**src/rtl/ps2_key_sequencer_pkg.sv**
```systemverilog
// Shared PS/2 scan, prefix and error codes, plus the key sequencer state encoding.
package ps2_key_sequencer_pkg;

   localparam logic [7:0] CODE_BREAK     = 8'hF0;
   localparam logic [7:0] CODE_EXT       = 8'hE0;
   localparam logic [7:0] CODE_BAT_OK    = 8'hAA;
   localparam logic [7:0] CODE_ACK       = 8'hFA;
   localparam logic [7:0] CODE_ECHO      = 8'hEE;
   localparam logic [7:0] CODE_ERR_00    = 8'h00;
   localparam logic [7:0] CODE_BAT_FAIL  = 8'hFC;
   localparam logic [7:0] CODE_BAT_FAIL2 = 8'hFD;
   localparam logic [7:0] CODE_ERR_FF    = 8'hFF;
   localparam logic [7:0] CODE_HIT       = 8'h33;
   localparam logic [7:0] CODE_STAND     = 8'h1B;
   localparam logic [7:0] CODE_DEAL      = 8'h23;

   typedef enum logic [1:0] {
      ST_IDLE,
      ST_EXT,
      ST_BRK,
      ST_EXT_BRK
   } seq_state_e;

   function automatic logic is_error_code(input logic [7:0] c);
      return (c == CODE_ERR_00) || (c == CODE_BAT_FAIL) ||
             (c == CODE_BAT_FAIL2) || (c == CODE_ERR_FF);
   endfunction

   function automatic logic is_status_code(input logic [7:0] c);
      return (c == CODE_BAT_OK) || (c == CODE_ACK) || (c == CODE_ECHO);
   endfunction

endpackage

```
**src/rtl/ps2_key_sequencer_if.sv**
```systemverilog
// Byte-stream input and action-event outputs of the PS/2 key sequencer.
interface ps2_key_sequencer_if;
   logic [7:0] rx_data;
   logic       rx_valid;
   logic       game_ready;
   logic       hit_pressed;
   logic       stand_pressed;
   logic       deal_pressed;
   logic [2:0] key_held;
   logic [7:0] last_code;
   logic       seq_error;

   modport master (
      output rx_data, rx_valid, game_ready,
      input  hit_pressed, stand_pressed, deal_pressed, key_held, last_code, seq_error
   );

   modport slave (
      input  rx_data, rx_valid, game_ready,
      output hit_pressed, stand_pressed, deal_pressed, key_held, last_code, seq_error
   );
endinterface

```
**src/rtl/ps2_key_sequencer_seq_timeout.sv**
```systemverilog
// Saturating inactivity timer; expire_o is high in the terminal count cycle when not cleared.
module ps2_seq_timeout #(
   parameter int unsigned TIMEOUT_CYC = 50000
) (
   input  logic clk_i,
   input  logic rst_ni,
   input  logic clr_i,
   input  logic en_i,
   output logic expire_o
);
   localparam int unsigned TW = ($clog2(TIMEOUT_CYC) < 1) ? 1 : $clog2(TIMEOUT_CYC);
   localparam logic [TW-1:0] LAST = TW'(TIMEOUT_CYC - 1);

   logic [TW-1:0] timer_q, timer_d;

   always_comb begin
      timer_d = timer_q;
      if (clr_i)
         timer_d = '0;
      else if (en_i && (timer_q != LAST))
         timer_d = timer_q + 1'b1;
   end

   always_ff @(posedge clk_i or negedge rst_ni) begin
      if (!rst_ni) timer_q <= '0;
      else         timer_q <= timer_d;
   end

   assign expire_o = en_i && !clr_i && (timer_q == LAST);
endmodule

```
**src/rtl/ps2_key_sequencer.sv**
```systemverilog
// Turns the PS/2 byte stream into one-shot hit/stand/deal events with prefix tracking,
// typematic-repeat suppression and stale-sequence abort.
module ps2_key_sequencer
   import ps2_key_sequencer_pkg::*;
#(
   parameter int unsigned TIMEOUT_CYC = 50000,
   parameter logic [7:0]  HIT_CODE    = CODE_HIT,
   parameter logic [7:0]  STAND_CODE  = CODE_STAND,
   parameter logic [7:0]  DEAL_CODE   = CODE_DEAL
) (
   input logic                 CLOCK_50,
   input logic                 resetn,
   ps2_key_sequencer_if.slave  bus
);
   seq_state_e state_q, state_d;
   logic [2:0] held_q, held_d;
   logic [7:0] last_q, last_d;
   logic       hit_q, hit_d, stand_q, stand_d, deal_q, deal_d, err_q, err_d;
   logic       timer_clr, timer_en, expire;

   assign timer_clr = bus.rx_valid || (state_q == ST_IDLE);
   assign timer_en  = (state_q != ST_IDLE);

   ps2_seq_timeout #(.TIMEOUT_CYC(TIMEOUT_CYC)) u_timeout (
      .clk_i    (CLOCK_50),
      .rst_ni   (resetn),
      .clr_i    (timer_clr),
      .en_i     (timer_en),
      .expire_o (expire)
   );

   always_comb begin
      state_d = state_q;
      held_d  = held_q;
      last_d  = last_q;
      hit_d   = 1'b0;
      stand_d = 1'b0;
      deal_d  = 1'b0;
      err_d   = 1'b0;
      if (bus.rx_valid) begin
         if (is_error_code(bus.rx_data)) begin
            held_d  = '0;
            state_d = ST_IDLE;
            err_d   = 1'b1;
         end else begin
            unique case (state_q)
               ST_IDLE: begin
                  if (bus.rx_data == CODE_BREAK) begin
                     state_d = ST_BRK;
                  end else if (bus.rx_data == CODE_EXT) begin
                     state_d = ST_EXT;
                  end else if (!is_status_code(bus.rx_data)) begin
                     last_d = bus.rx_data;
                     // A set held bit marks a typematic repeat; game_ready only gates the pulse.
                     if (bus.rx_data == HIT_CODE && !held_q[0]) begin
                        held_d[0] = 1'b1;
                        hit_d     = bus.game_ready;
                     end else if (bus.rx_data == STAND_CODE && !held_q[1]) begin
                        held_d[1] = 1'b1;
                        stand_d   = bus.game_ready;
                     end else if (bus.rx_data == DEAL_CODE && !held_q[2]) begin
                        held_d[2] = 1'b1;
                        deal_d    = bus.game_ready;
                     end
                  end
               end
               ST_EXT:     state_d = (bus.rx_data == CODE_BREAK) ? ST_EXT_BRK : ST_IDLE;
               ST_BRK: begin
                  last_d  = bus.rx_data;
                  state_d = ST_IDLE;
                  if (bus.rx_data == HIT_CODE)   held_d[0] = 1'b0;
                  if (bus.rx_data == STAND_CODE) held_d[1] = 1'b0;
                  if (bus.rx_data == DEAL_CODE)  held_d[2] = 1'b0;
               end
               ST_EXT_BRK: state_d = ST_IDLE;
               default:    state_d = ST_IDLE;
            endcase
         end
      end else if (expire) begin
         state_d = ST_IDLE;
         err_d   = 1'b1;
      end
   end

   always_ff @(posedge CLOCK_50 or negedge resetn) begin
      if (!resetn) begin
         state_q <= ST_IDLE;
         held_q  <= '0;
         last_q  <= '0;
         hit_q   <= 1'b0;
         stand_q <= 1'b0;
         deal_q  <= 1'b0;
         err_q   <= 1'b0;
      end else begin
         state_q <= state_d;
         held_q  <= held_d;
         last_q  <= last_d;
         hit_q   <= hit_d;
         stand_q <= stand_d;
         deal_q  <= deal_d;
         err_q   <= err_d;
      end
   end

   assign bus.hit_pressed   = hit_q;
   assign bus.stand_pressed = stand_q;
   assign bus.deal_pressed  = deal_q;
   assign bus.key_held      = held_q;
   assign bus.last_code     = last_q;
   assign bus.seq_error     = err_q;
endmodule

```
**src/flat_wrapper.sv**
```systemverilog
// flat-port wrapper written by rule: the top's interface ports become plain ports
module ps2_key_sequencer_flat import ps2_key_sequencer_pkg::*;
#(
   parameter int unsigned TIMEOUT_CYC = 50000,
   parameter logic [7:0]  HIT_CODE    = CODE_HIT,
   parameter logic [7:0]  STAND_CODE  = CODE_STAND,
   parameter logic [7:0]  DEAL_CODE   = CODE_DEAL
)
  (CLOCK_50, resetn, bus_rx_data, bus_rx_valid, bus_game_ready, bus_hit_pressed, bus_stand_pressed, bus_deal_pressed, bus_key_held, bus_last_code, bus_seq_error);
  ps2_key_sequencer_if bus_i ();
  input logic CLOCK_50;
  input logic resetn;
  input wire logic [$bits(bus_i.rx_data)-1:0] bus_rx_data;
  input wire logic [$bits(bus_i.rx_valid)-1:0] bus_rx_valid;
  input wire logic [$bits(bus_i.game_ready)-1:0] bus_game_ready;
  output wire logic [$bits(bus_i.hit_pressed)-1:0] bus_hit_pressed;
  output wire logic [$bits(bus_i.stand_pressed)-1:0] bus_stand_pressed;
  output wire logic [$bits(bus_i.deal_pressed)-1:0] bus_deal_pressed;
  output wire logic [$bits(bus_i.key_held)-1:0] bus_key_held;
  output wire logic [$bits(bus_i.last_code)-1:0] bus_last_code;
  output wire logic [$bits(bus_i.seq_error)-1:0] bus_seq_error;
  assign bus_i.rx_data = bus_rx_data;
  assign bus_i.rx_valid = bus_rx_valid;
  assign bus_i.game_ready = bus_game_ready;
  assign bus_hit_pressed = bus_i.hit_pressed;
  assign bus_stand_pressed = bus_i.stand_pressed;
  assign bus_deal_pressed = bus_i.deal_pressed;
  assign bus_key_held = bus_i.key_held;
  assign bus_last_code = bus_i.last_code;
  assign bus_seq_error = bus_i.seq_error;
  ps2_key_sequencer #(.TIMEOUT_CYC(TIMEOUT_CYC), .HIT_CODE(HIT_CODE), .STAND_CODE(STAND_CODE), .DEAL_CODE(DEAL_CODE)) u_core (.CLOCK_50(CLOCK_50), .resetn(resetn), .bus(bus_i));
endmodule
```
**config.mk**
```make
export PLATFORM = sky130hd
export DESIGN_NAME = ps2_key_sequencer_flat
export DESIGN_NICKNAME = d
export VERILOG_FILES = /design/src/rtl/ps2_key_sequencer_pkg.sv /design/src/rtl/ps2_key_sequencer_if.sv /design/src/rtl/ps2_key_sequencer_seq_timeout.sv /design/src/rtl/ps2_key_sequencer.sv /design/src/flat_wrapper.sv
export SDC_FILE = /design/constraint.sdc
export NUM_CORES = 1
export LEC_CHECK = 0
export CORE_MARGIN = 4
export CORE_UTILIZATION = 40
export DETAILED_ROUTE_END_ITERATION = 10
export HOLD_SLACK_MARGIN = 0.02
export PLACE_DENSITY = 0.73
export RECOVER_POWER = 25
export SETUP_SLACK_MARGIN = 0.15
export SLEW_MARGIN = 20
export SYNTH_ARGS = -nofsm -noshare
export SYNTH_HDL_FRONTEND = slang
export SYNTH_SLANG_ARGS = --single-unit
export TNS_END_PERCENT = 20
```
**constraint.sdc**
```tcl
create_clock -name CLOCK_50 -period 2.05 [get_ports CLOCK_50]
set_clock_uncertainty 0.05 [all_clocks]
set_input_delay 0.41 -clock CLOCK_50 [delete_from_list [all_inputs] [get_ports CLOCK_50]]
set_output_delay 0.41 -clock CLOCK_50 [all_outputs]
set_load 0.01 [all_outputs]
```
==> flow_metrics.py, run 1 <==
metrics = {
    "yosys": {
        "synth.most_common_cell": "dfrtp_1",
        "synth_top_area_share_pct": 48.2,
        "ys_warn_count": 0,
        "synth_edf_count": 0,
        "synthAdderAreaFrac_pct": 0.730,
        "yosys.area.top_type": "dfrtp_1",
        "synth-simple-area-share_pct": 24.8,
        "synth_common_cells": "dfrtp_1 (33), nor2_1 (19), nor3_1 (10)",
        "synthesis.area_sq_um": 1710,
        "synth_area_leaders": "dfrtp_1 (48%), nor2_1 (4.2%), xor2_1 (3.6%)",
        "synthArstFlopShare_pct": 100,
        "yosysSeqAreaShare_pct": 48.2,
        "postSynthCellCount": 172,
        "synth_ff_type": "dfrtp_1",
        "synth-seq-cells": 33,
        "synth.distinct_cells": 45,
        "postSynthAreaPerCell_sq_um": 9.97,
        "synth_xor_area_share_pct": 6.64,
        "synthMuxAreaShare_pct": 2.63,
        "synthesis.nets": 185,
        "synth_top_family_by_area": "simple AND/OR/NAND/NOR gates",
        "synth_compound_area_share_pct": 13.7,
    },
    "power_and_ir_drop": {
        "ir_drop_mv": 0.273,
        "leakage_uw": 0.00106,
        "p_per_area_nw_per_um2": 573,
        "power.total_uw": 1400,
    },
    "final_layout": {
        "area_delta_synth_final_pct": 42.3,
        "final_net_count": 247,
        "drive_gt1_share_pct": 27.4,
        "antenna_cells": 0,
        "stdcell_area_sq_um": 2440,
        "utilization_pct": 59.7,
    },
    "worst_setup_path": {
        "path_max_fanout": 4,
        "critPathLaunchType": "flop",
        "worst_r2r_path_depth": 5,
        "cp.required_ps": 2180,
        "critPathCaptureType": "flop",
        "crit_path_start": "u_core.u_timeout.timer_q[13]",
        "regToRegStartpoint": "u_core.u_timeout.timer_q[13]",
        "criticalPathCategory": "flop to flop",
        "arrival_ps": 2120,
        "r2r_end": "u_core.u_timeout.timer_q[3]",
        "regToRegSetupSlack_ps": 50,
    },
    "grt": {
        "grt.total_usage_pct": 15.8,
        "grt_max_degree": 34,
        "grt_pass1_vias": 1521,
        "grt-ovfl-total": 0,
        "grt_pass1_wl_um": 6580,
        "antenna_found_initial": 0,
    },
    "route": {
        "drt_iter0_drc": 82,
        "wl_met3_um": 132,
        "top_layer_used": "met4",
        "wl_per_cell_um": 13.3,
        "num_vias": 1468,
        "routed_wl_um": 3770,
        "wl_met1_um": 1760,
        "drtPass1Iterations": 4,
        "ant_nets": 0,
        "avgViaCountPerCell": 5.17,
        "wl_met2_um": 1770,
        "drcViolationCount": 0,
    },
    "sta": {
        "setup_viol": 0,
        "min_period_ps": 2000,
        "clock.fmax_mhz": 501,
        "slew_headroom_pct": 47.0,
        "setup_slack_ps": 52.8,
        "period_share_pct": 97.4,
        "tightest_slew_ps": 794,
        "rsz0062_at_grt": "true",
        "hold_viol_final": 0,
        "fin_setup_tns_ps": 0,
        "slew_violations": 0,
    },
    "clock_tree": {
        "cts.reportedPaths.clkPinSlew_ps": 70,
        "cts_max_level": 2,
        "clock_sinks": 33,
        "clockBufferDepth": 2,
        "clk_latency_ps": 290,
        "cts_tree": "built",
        "root_buffer": "clkbuf_8",
        "holdBufCountCts": 0,
        "cts_buffers": 5,
    },
    "floorplanning": {
        "die_h_um": 73.5,
        "ios": 27,
        "dieArea_sq_um": 5400,
        "fp.dieW_um": 73.5,
        "row_count": 23,
        "initial_core_util_pct": 41.9,
        "core-area_sq_um": 4090,
    },
    "place": {
        "placed_area_sq_um": 2270,
        "placement.setup.worst_slack_ps": -360,
        "dp_hpwl_um": 2790,
        "io_buffers": 26,
        "globalplace.congestion": 0.776,
    },
    "hold_path": {
        "hold_depth": 1,
        "hold_class": "flop to flop",
        "holdCritStartpoint": "u_core.bus.key_held[1]",
        "holdPathEnd": "u_core.bus.stand_pressed",
    },
    "run": {
        "cap_violations": 0,
    },
    "outcome": {
        "outcome": "finished, final reports clean",
    },
}
metal layers:
layer | global-route usage, % | vias up
met5 | 0 | -
li1 | - | 747
met2 | 24.6 | 28
met3 | 3.56 | 9
met1 | 20.2 | 684
met4 | 8.45 | 0
flip-flops by register name, indices dropped and copies added, names as in the netlist:
register / cells
u_core.u_timeout.timer_q: 16
u_core.bus.last_code: 8
u_core.bus.key_held: 3
u_core.state_q: 2
u_core.bus.deal_pressed: 1
u_core.bus.hit_pressed: 1
u_core.bus.seq_error: 1
u_core.bus.stand_pressed: 1
worst max path at each step:
stage	endpoint	cells after the start	slack, ps
after CTS	u_core.u_timeout.timer_q[3]	5	60
final	u_core.u_timeout.timer_q[3]	5	50
after global routing	u_core.u_timeout.timer_q[3]	5	-9
after floorplan	u_core.u_timeout.timer_q[3]	6	70
after global placement	u_core.bus.last_code[3]	5	-270
after detailed placement	u_core.bus.last_code[3]	6	-360
timing repair:
item | in CTS | in global routing
pin swaps | 1 | 7
cloned | 0 | 0
setup buffers | 0 | 1
resized for setup | 14 | 11
endpoints found under the setup margin | 22 | 26
where the power goes:
part	internal, uW	switching (uW)	total (uW)
combinational	119	92.2	212
clock	265	230	495
sequential	677	14.9	692
final cells by class:
type,count,area (sq um)
Clock buffer,6,82.6
Tap cell,50,62.6
Fill cell,360,1650
Sequential cell,33,826
Clock inverter,1,7.51
Inverter,7,26.3
Timing Repair Buffer,62,533
Multi-Input combinational cell,125,901
cells by family after synthesis:
logic type	after synthesis
AND/OR/NAND/NOR	77
multiplexers	4
buffers and inverters	14
AO/OA/AOI/OAI	30
flip-flops	33
adder cells (fa/ha/maj)	1
XOR/XNOR	13
metrics by stage:
stage          hold WS, ps  cells
5_1_grt                429    284
3_5_place_dp           408    276
6_report               406    284
4_1_cts                421    283
2_1_floorplan         64.4    172
3_3_place_gp           401    276
critical path: stages, from the launching register on:
cell and delay (ps):
dfrtp_1 410, or4_1 510, or4_4 500, o2111ai_2 200, xor2_1 160, nor2_1 50
layout by cell type (no fill, tap or decap), types with 3 or more instances in the layout:
master / count
nand4_1: 8
a22o_1: 4
clkbuf_8: 6
a21oi_1: 3
dfrtp_1: 33
o21ai_0: 3
nor3_1: 9
mux2_2: 4
nand2_1: 8
clkdlybuf4s50_1: 17
xnor2_1: 6
nor2_1: 19
buf_4: 33
nand3_1: 5
xor2_1: 7
inv_1: 7
or3_1: 5
dlygate4sd2_1: 6
(Power assumes the default switching activity.)
==> inputs of run 2 (changes only) <==
Settings changed: ABC_AREA from default to 1, PLACE_DENSITY 0.73 to 0.72.
==> run 2 against run 1 <==
Effect of this change: first-iteration DRC count fell by 17%; die area up 10%; area after synthesis is 11% higher; critical path type is now input pin to flop.
==> flow_metrics.py, run 2 <==
metrics = {
    "sta": {
        "slew_headroom_pct": 45.7,
        "slew_violations": 0,
        "hold_ws_ps": 426,
        "hold_viol_final": 0,
        "period_share_pct": 84.7,
        "setup_slack_ps": 314,
        "tightest_slew_ps": 815,
        "rsz0062_at_grt": "false",
        "clock.fmax_mhz": 576,
        "min_period_ps": 1740,
        "setup_viol": 0,
    },
    "power_and_ir_drop": {
        "internal_power_uw": 1490,
        "p_per_area_nw_per_um2": 929,
        "power.total_uw": 2210,
        "ir_drop_mv": 0.492,
        "swShare_pct": 32.4,
        "p_comb_share_pct": 32.9,
        "seq_power_share_pct": 38.7,
        "power_switching_uw": 715,
        "pwr-share-clk_pct": 28.4,
        "leakage_uw": 0.00112,
    },
    "route": {
        "num_vias": 1725,
        "drt_iter0_drc": 68,
        "ant_nets": 0,
        "routed_wl_um": 4080,
        "drtPass1Iterations": 4,
        "avgViaCountPerCell": 4.96,
        "wl_per_cell_um": 11.7,
        "drcViolationCount": 0,
    },
    "run": {
        "cap_violations": 0,
    },
    "yosys": {
        "postSynthAreaPerCell_sq_um": 7.36,
        "synth_edf_count": 0,
        "synthesis.area_sq_um": 1910,
        "ys_warn_count": 0,
        "synth.most_common_cell": "nand2_1",
        "yosysSeqAreaShare_pct": 43.3,
        "synth-seq-cells": 33,
        "synth_ff_type": "dfrtp_1",
        "postSynthCellCount": 259,
        "synth.distinct_cells": 28,
        "synthesis.nets": 272,
        "synthArstFlopShare_pct": 100,
        "synth_top_area_share_pct": 43.3,
        "yosys.area.top_type": "dfrtp_1",
        "synth_common_cells": "nand2_1 (68), nor2_1 (37), inv_1 (34)",
        "synth_area_leaders": "dfrtp_1 (43%), nand2_1 (13%), nor2_1 (7.3%)",
    },
    "final_layout": {
        "largest_reg_flops": 16,
        "final_net_count": 308,
        "drive_gt1_share_pct": 10.5,
        "utilization_pct": 53.0,
        "antenna_cells": 0,
        "layout_commonest_cell": "nand2_1",
        "final_cell_mix": "nand2_1 (68), nor2_1 (36), inv_1 (34)",
        "regMostFlops": "u_core.u_timeout.timer_q",
        "area_delta_synth_final_pct": 24.5,
        "layout.cells.non_filler": 348,
    },
    "grt": {
        "grt_max_degree": 34,
        "antenna_found_initial": 0,
        "grt-ovfl-total": 0,
        "grt_pass1_vias": 1651,
        "grt.total_usage_pct": 15.1,
        "grt_pass1_wl_um": 7200,
    },
    "worst_setup_path": {
        "regToRegStartpoint": "u_core.u_timeout.timer_q[0]",
        "path_max_fanout": 9,
        "r2r_end": "u_core.state_q[1]",
        "critPathLaunchType": "input pin",
        "critPathCaptureType": "flop",
        "arrival_ps": 1860,
        "criticalPathCategory": "input pin to flop",
        "regToRegSetupSlack_ps": 440,
        "worst_r2r_path_depth": 10,
        "cp.required_ps": 2170,
    },
    "floorplanning": {
        "ios": 27,
        "row_count": 24,
        "core-area_sq_um": 4470,
        "initial_core_util_pct": 42.6,
        "dieArea_sq_um": 5940,
        "die_h_um": 77.0,
        "fp.dieW_um": 77.0,
    },
    "hold_path": {
        "hold_class": "flop to flop",
        "holdCritStartpoint": "u_core.bus.last_code[3]",
        "holdPathEnd": "u_core.bus.last_code[3]",
        "hold_depth": 2,
    },
    "clock_tree": {
        "postCtsSetupRepairBufs": 0,
        "clk_latency_ps": 290,
        "cts_tree": "built",
        "root_buffer": "clkbuf_8",
        "cts_buffers": 5,
        "cts_resized": 0,
        "clockBufferDepth": 2,
        "clock_sinks": 33,
        "cts_max_level": 2,
        "cts.reportedPaths.clkPinSlew_ps": 60,
        "holdBufCountCts": 0,
    },
    "place": {
        "placement.setup.worst_slack_ps": -9.12,
        "io_buffers": 26,
        "dp_hpwl_um": 3170,
        "place_inst": 340,
        "globalplace.congestion": 0.883,
    },
    "outcome": {
        "outcome": "finished, final reports clean",
    },
}
run 2: cell type report:
class | instances | area (sq um)
clock inverter | 1 | 30.0
inverter | 34 | 128
clock buffer | 7 | 86.3
multi-input combinational | 190 | 943
sequential | 33 | 826
timing repair buffer | 31 | 295
tap | 52 | 65.1
fill | 426 | 2100
run 2: per-layer routing:
| layer | track usage (%) | vias up | part of all wire [%] |
|---|---|---|---|
| li1 | - | 904 | - |
| met1 | 18.7 | 792 | 48 |
| met2 | 24.6 | 27 | 47 |
| met3 | 5.27 | 2 | 3.9 |
| met4 | 5.16 | 0 | 0.54 |
| met5 | 0 | - | 0 |
run 2: cells by family after synthesis:
group	share of synthesized area [%]
simple gates	40.3
buf+inv	7.35
flops	43.3
fa+ha+maj	0.656
compound gates	7.94
xor+xnor	0.459
run 2: power groups by stage:
stage	Combinational [uW]	Clock (uW)	Sequential (uW)
floorplan	368	0	890
global placement	713	0	864
detailed placement	731	0	864
CTS	733	655	854
global route	818	680	870
finish	725	627	854
run 2: worst max-delay path by stage:
stage	cells after the start	startpoint	to	slack [ps]
after floorplan	10	u_core.u_timeout.timer_q[0]	u_core.state_q[1]	670
after global placement	10	bus_rx_data[4]	u_core.bus.last_code[2]	60
after detailed placement	10	bus_rx_data[4]	u_core.bus.last_code[5]	-9
after CTS	10	bus_rx_data[4]	u_core.bus.last_code[5]	310
after global routing	10	bus_rx_data[4]	u_core.bus.deal_pressed	170
final	10	bus_rx_data[4]	u_core.bus.last_code[5]	310
run 2: stage by stage:
stage	TNS, ps	cell area [sq um]
2_1_floorplan	0	1910
3_3_place_gp	0	2260
3_5_place_dp	-9.12	2260
4_1_cts	0	2370
5_1_grt	0	2370
6_report	0	2370
run 2: critical path, stage by stage:
cell,delay (ps)
clkdlybuf4s50_1,600
nor2_1,90
nand2_2,90
nor2_2,60
nor2_8,150
nand2_4,80
nor2_8,160
nand2_4,100
nand2_1,70
nand2_1,50
